==> config.mk <==
export PLATFORM = sky130hd
export DESIGN_NAME = dmem_bus_bridge
export DESIGN_NICKNAME = d
export VERILOG_FILES = /design/src/rtl/dmem_bus_bridge.sv
export SDC_FILE = /design/constraint.sdc
export NUM_CORES = 1
export LEC_CHECK = 0
export ABC_AREA = 0
export BUFFER_PORTS_ARGS = -buffer_cell sky130_fd_sc_hd__buf_2
export CAP_MARGIN = 25
export CELL_PAD_IN_SITES_DETAIL_PLACEMENT = 1
export CELL_PAD_IN_SITES_GLOBAL_PLACEMENT = 1
export CORE_ASPECT_RATIO = 1.4
export CORE_MARGIN = 2
export CORE_UTILIZATION = 39
export CTS_CLUSTER_SIZE = 40
export DETAILED_ROUTE_END_ITERATION = 12
export PLACE_DENSITY = 0.84
export REMOVE_ABC_BUFFERS = 1
export SETUP_SLACK_MARGIN = 0.4
export SYNTH_ARGS = -nofsm -noshare
export SYNTH_HDL_FRONTEND = slang
export SYNTH_SLANG_ARGS = --single-unit
==> constraint.sdc <==
create_clock -name i_clk -period 3.45 [get_ports i_clk]
set_input_delay 0.345 -clock i_clk [delete_from_list [all_inputs] [get_ports i_clk]]
set_output_delay 0.345 -clock i_clk [all_outputs]
set_load 0.02 [all_outputs]
==> src/rtl/dmem_bus_bridge.sv <==
// Data-memory bridge: turns a MEM-stage load/store into one valid/ready bus transaction and stalls the core until the response.
// Latency: at least 3 stall cycles; valid held until ready; optional WAIT_RSP timeout under DMEM_BRIDGE_TIMEOUT_EN.
module dmem_bus_bridge #(
  parameter int WIDTH          = 32,
  parameter int TIMEOUT_CYCLES = 255
) (
  input  logic             i_clk,
  input  logic             i_reset_n,
  input  logic [WIDTH-1:0] i_core_addr,
  input  logic [WIDTH-1:0] i_core_wdata,
  input  logic [3:0]       i_core_byteen,
  input  logic             i_core_we,
  input  logic             i_core_re,
  output logic [WIDTH-1:0] o_core_rdata,
  output logic             o_core_stall,
  output logic             o_fault,
  output logic             o_bus_req_valid,
  input  logic             i_bus_req_ready,
  output logic [WIDTH-1:0] o_bus_addr,
  output logic [WIDTH-1:0] o_bus_wdata,
  output logic [3:0]       o_bus_wstrb,
  output logic             o_bus_we,
  input  logic             i_bus_rsp_valid,
  input  logic [WIDTH-1:0] i_bus_rsp_data,
  input  logic             i_bus_rsp_err
);

  typedef enum logic [1:0] {IDLE, REQ, WAIT_RSP, DONE} state_t;

  typedef struct packed {
    logic [WIDTH-1:0] addr;
    logic [WIDTH-1:0] wdata;
    logic [3:0]       byteen;
    logic             we;
  } req_t;

  state_t           state_q, state_d;
  req_t             req_q, req_d;
  logic [WIDTH-1:0] rdata_q, rdata_d;
  logic             err_q, err_d;
  logic             stall;

`ifdef DMEM_BRIDGE_TIMEOUT_EN
  localparam int CW = $clog2(TIMEOUT_CYCLES + 1);
  localparam logic [CW-1:0] CNT_LAST = CW'(TIMEOUT_CYCLES - 1);
  logic [CW-1:0] cnt_q, cnt_d;
`endif

  always_comb begin
    state_d = state_q;
    req_d   = req_q;
    rdata_d = rdata_q;
    err_d   = err_q;
    stall   = 1'b0;
`ifdef DMEM_BRIDGE_TIMEOUT_EN
    cnt_d   = cnt_q;
`endif
    case (state_q)
      IDLE: begin
        if (i_core_we || i_core_re) begin
          stall        = 1'b1;
          req_d.addr   = i_core_addr;
          req_d.wdata  = i_core_wdata;
          req_d.byteen = i_core_byteen;
          // we wins when both strobes are set, so a combined request is a store
          req_d.we     = i_core_we;
          state_d      = REQ;
        end
      end
      REQ: begin
        stall = 1'b1;
        if (i_bus_req_ready) begin
          state_d = WAIT_RSP;
`ifdef DMEM_BRIDGE_TIMEOUT_EN
          cnt_d   = '0;
`endif
        end
      end
      WAIT_RSP: begin
        stall = 1'b1;
        if (i_bus_rsp_valid) begin
          rdata_d = (i_bus_rsp_err || req_q.we) ? '0 : i_bus_rsp_data;
          err_d   = i_bus_rsp_err;
          state_d = DONE;
        end
`ifdef DMEM_BRIDGE_TIMEOUT_EN
        else if (cnt_q == CNT_LAST) begin
          rdata_d = '0;
          err_d   = 1'b1;
          state_d = DONE;
        end else begin
          cnt_d = cnt_q + 1'b1;
        end
`endif
      end
      DONE: begin
        // Unconditional return; the core request still asserted here is the one just served.
        state_d = IDLE;
      end
      default: state_d = IDLE;
    endcase
  end

  always_ff @(posedge i_clk or negedge i_reset_n) begin
    if (!i_reset_n) begin
      state_q <= IDLE;
      req_q   <= '0;
      rdata_q <= '0;
      err_q   <= 1'b0;
`ifdef DMEM_BRIDGE_TIMEOUT_EN
      cnt_q   <= '0;
`endif
    end else begin
      state_q <= state_d;
      req_q   <= req_d;
      rdata_q <= rdata_d;
      err_q   <= err_d;
`ifdef DMEM_BRIDGE_TIMEOUT_EN
      cnt_q   <= cnt_d;
`endif
    end
  end

  assign o_core_stall    = stall;
  assign o_core_rdata    = rdata_q;
  assign o_fault         = (state_q == DONE) && err_q;
  assign o_bus_req_valid = (state_q == REQ);
  assign o_bus_addr      = req_q.addr;
  assign o_bus_wdata     = req_q.wdata;
  assign o_bus_wstrb     = req_q.we ? req_q.byteen : 4'b1111;
  assign o_bus_we        = req_q.we;

endmodule

### Yosys cells after proc, flatten, opt, wreduce, memory -nomap -nowiden

Index checks and enable logic that the tools add are counted.

* register bits after elaboration: 104
* output and inout bits: 104
* word-level logic and storage cells: 29

* reductions and logical operators: 8
* mux-type cells: 8
* equality and inequality tests: 6

Operators by type and width (count)
* $mux W32: 1
* $pmux W2 S4: 1
* $mux W2: 3
* $eq A2 B2 Y1 const B: 2
* $mux W4: 1
* $ne A2 B2 Y1 const B: 2
* $reduce_and A2 Y1: 2
* $reduce_and A3 Y1: 1
* $eq A2 B1 Y1 const B: 1
* $logic_not A2 Y1: 1
* $logic_or A1 B1 Y1: 2
* $ne A2 B1 Y1 const B: 1
* $pmux W1 S2: 1
* $reduce_or A2 Y1: 1
* $logic_and A1 B1 Y1: 1
* $mux W1: 1

### Longest topological paths before layout

* word-level depth: 3
* gate-level depth with buffers: 6

### Worst setup path after synthesis

OpenSTA, ideal clock, no wires.

* path type: register to output
* from: register state_q[0]
* to: output o_core_stall
* setup slack: 1.727 ns
* path buffers: 1
* required time: 3.105 ns
* arrival time: 1.378 ns
* stages on the path, launching flop included: 6
* path through: dfrtp_1 > inv_1 > ha_1 > o21ai_4 > buf_6 > a21oi_1

* word-level cells in the longest chain between the ends: 3

Ends and longest elaborated chain
* start, declared: RTL line 37 `state_t state_q, state_d;`
* start signal, assigned: RTL line 114 `state_q <= state_d;`
* $eq A2 B1 Y1 / $eq A2 B2 Y1 (equally long branches): RTL line 58 `case (state_q)`
* $reduce_or A2 Y1 (no source line)
* $pmux W1 S2 (*): RTL line 58
* end, declared: RTL line 15 `output logic o_core_stall,`

Every way passes the cells marked *; elsewhere a longest branch is shown, timed or not.

### Worst setup path in the final report

Ends and elaborated chain as after synthesis.

==> impl_metrics.ini <==
[floorplanning]
start_util_pct = 39.8
die_area_mm2 = 0.0123
coreArea_mm2 = 0.0112
num_rows = 46
die_w_um = 94.4
io_pins = 211
dieHeight_um = 131

[drt]
drt_first_pass_iters = 4
num_vias = 2859
dr.first_iter.drc_count = 36
drtAntennaViolNets = 0
vias_per_cell = 4.70
drc_errors = 0
wirelength_mm = 9.67
wl_per_cell_um = 15.9

[synthesis]
synthTopCellsByArea = dfrtp_1, mux2_2, buf_4, a22o_1, buf_6
synthMuxAreaShare_pct = 17.9
synth_compound_area_share_pct = 6.98
netlist_area_mm2 = 0.00446
yosys.cell_types.count = 20
ys_warn_count = 0
synth_xor_area_share_pct = 0
synth-seq-cells = 104
syn_area_per_cell_um2 = 14.4
synth_top_family_by_area = multiplexers
synth_top_area_share_pct = 58.3
synthAdderAreaFrac_pct = 1.68
syn_inst = 310
yosysTopAreaCell = dfrtp_1
synthSimpleGateAreaFrac_pct = 1.63
ys_seq_area_share_pct = 58.3

[timing]
finalSetupViolCount = 0
max-slew-margin-rel_pct = 52.4
setup_ws_ns = 1.31
timing.hold.ws_ns = 0.219
rsz0062_at_grt = false
fin_setup_tns_ns = 0
maxSlewViolCount = 0
clock.fmax_mhz = 468
tightest_slew_ns = 0.711
post-route-period-util_pct = 61.9
finalHoldViolations = 0
post-route-min-period_ns = 2.14
skew_ns = 0.00470

[placement]
dpl.hpwl_mm = 7.58
place_area_mm2 = 0.00515
io_buffers = 210
place_congestion = 0.772
pre_cts_ws_ns = 1.41

[grt]
grt_pass1_wl_mm = 14.9
gr-total-overflow = 0
grt_use_total_pct = 15.7
grt_pass1_vias = 3064
grt_max_degree = 52
antenna_found_initial = 0

[run_status]
status = finished, final reports clean

[clock_tree]
cts_buffers = 9
clock_latency_ns = 0.33
cts_buffer_depth = 2
hold_buffers = 1
post_cts_resize_count = 0
post_cts_buffers = 0
clock-sinks = 104
cts_tree = built
clk_transition_reported_paths_ns = 0.07
root_buffer = clkbuf_16
htreeDepth = 3

[power]
power.density_mw_per_mm2 = 1050
peakVddDrop_mv = 0.389
p_leak_nw = 2.85

[layout]
multi_input_area_mm2 = 0.00126
final_cell_mix = buf_2, dfrtp_1, mux2_2
regArea_mm2 = 0.00260
num_antenna_cells = 0
area_delta_synth_final_pct = 22.6
final_common_cell = buf_2
final_area_mm2 = 0.00547
nets = 572
final_core_util_pct = 48.7
n_fill_cell = 1224
final_layout_size_suffix_gt1_share_pct = 63.8

[flow_run]
cap_violations = 0

[critical_path]
path_cells = inv_1 > ha_1 > o21ai_4 > a21oi_1 > buf_2
cp_top_family = compound AO/OA/AOI/OAI gates
worstSetupStartpointType = flip-flop
cp_slowest_cell = dfrtp_1
cpPeakStageDelay_ns = 0.42
reg2reg_setup_slack_ns = 1.42
criticalPathCategory = reg2out
cp.required_ns = 3.11
end_kind = output pin
cp_num_buf_inv = 2
arrival_ns = 1.79
crit_fanout = 20

[worst_hold_path]
hold_class = in2reg
## path summary, 6_finish.rpt
| kind | from | cells past startpoint | endpoint |
|---|---|---|---|
| hold / removal | i_core_addr[6] | 2 | o_bus_addr[6]$_DFFE_PN0P_ |
| min in group asynchronous | i_reset_n | 2 | o_bus_wdata[30]$_DFFE_PN0P_ |
| hold reg to reg | o_bus_addr[6]$_DFFE_PN0P_ | 1 | o_bus_addr[6]$_DFFE_PN0P_ |
| setup / recovery | state_q[0]$_DFFE_PN0P_ | 5 | o_core_stall |
| setup reg to reg | state_q[0]$_DFFE_PN0P_ | 6 | o_core_rdata[14]$_DFFE_PN0P_ |
| max in group asynchronous | i_reset_n | 3 | o_bus_wdata[20]$_DFFE_PN0P_ |
## layout make-up
class	instances	share of cell area (%)
well taps	144	3.29
flip-flops and latches	104	47.6
repair buffers	215	20.2
inverters	5	0.343
multi-input cells	124	23.0
clock buffers	10	4.37
clock inverters	6	1.24
## state kept, by name, indices dropped and copies added (netlist names)
register      count
state_q           2
o_bus_we          1
req_q             4
err_q             1
o_bus_wdata      32
o_bus_addr       32
o_core_rdata     32
## layer usage
metal,track usage [%],part of all wire (%),vias up
met5,0,0,-
met4,6.14,1.6,0
met3,4.59,8.1,11
met2,28.2,53,143
met1,17.4,37,1401
li1,-,-,1304
## per-stage QoR
step                      instances  power [mW]
after floorplan                 233        3.79
after global placement          591        4.65
after detailed placement        591        4.78
after CTS                       608        5.83
after global routing            608        6.09
final                           608        5.72
## where the power goes
group          internal, mW  total, mW  switching (mW)  leakage, nW
Sequential             1.82       2.14           0.320         1.28
Combinational          1.10       2.57            1.47         1.42
Clock                 0.584       1.02           0.432        0.145
Total                  3.50       5.72            2.22         2.85
## cell families (layout without fill, tap and decap cells)
group | after synthesis | count (layout)
DFF | 104 | 104
buffers and inverters | 82 | 236
muxes | 71 | 71
AOI/OAI and AO/OA | 35 | 35
and+or+nand+nor | 12 | 12
adders and majority gates | 6 | 6
## synth_stat cells
master    number
a21oi_1        1
mux2_2        63
nand2_1        3
clkbuf_1       3
a22o_1        32
nor3_4         1
mux2i_1        2
dfrtp_1      104
and2_1         1
inv_1          5
ha_1           6
nand2_2        1
buf_2          3
o21ai_4        1
mux2_1         6
a222oi_1       1
buf_4         64
nor2_1         2
buf_6          7
nand2b_1       4
Note: power is estimated with default switching activity, not from simulation.
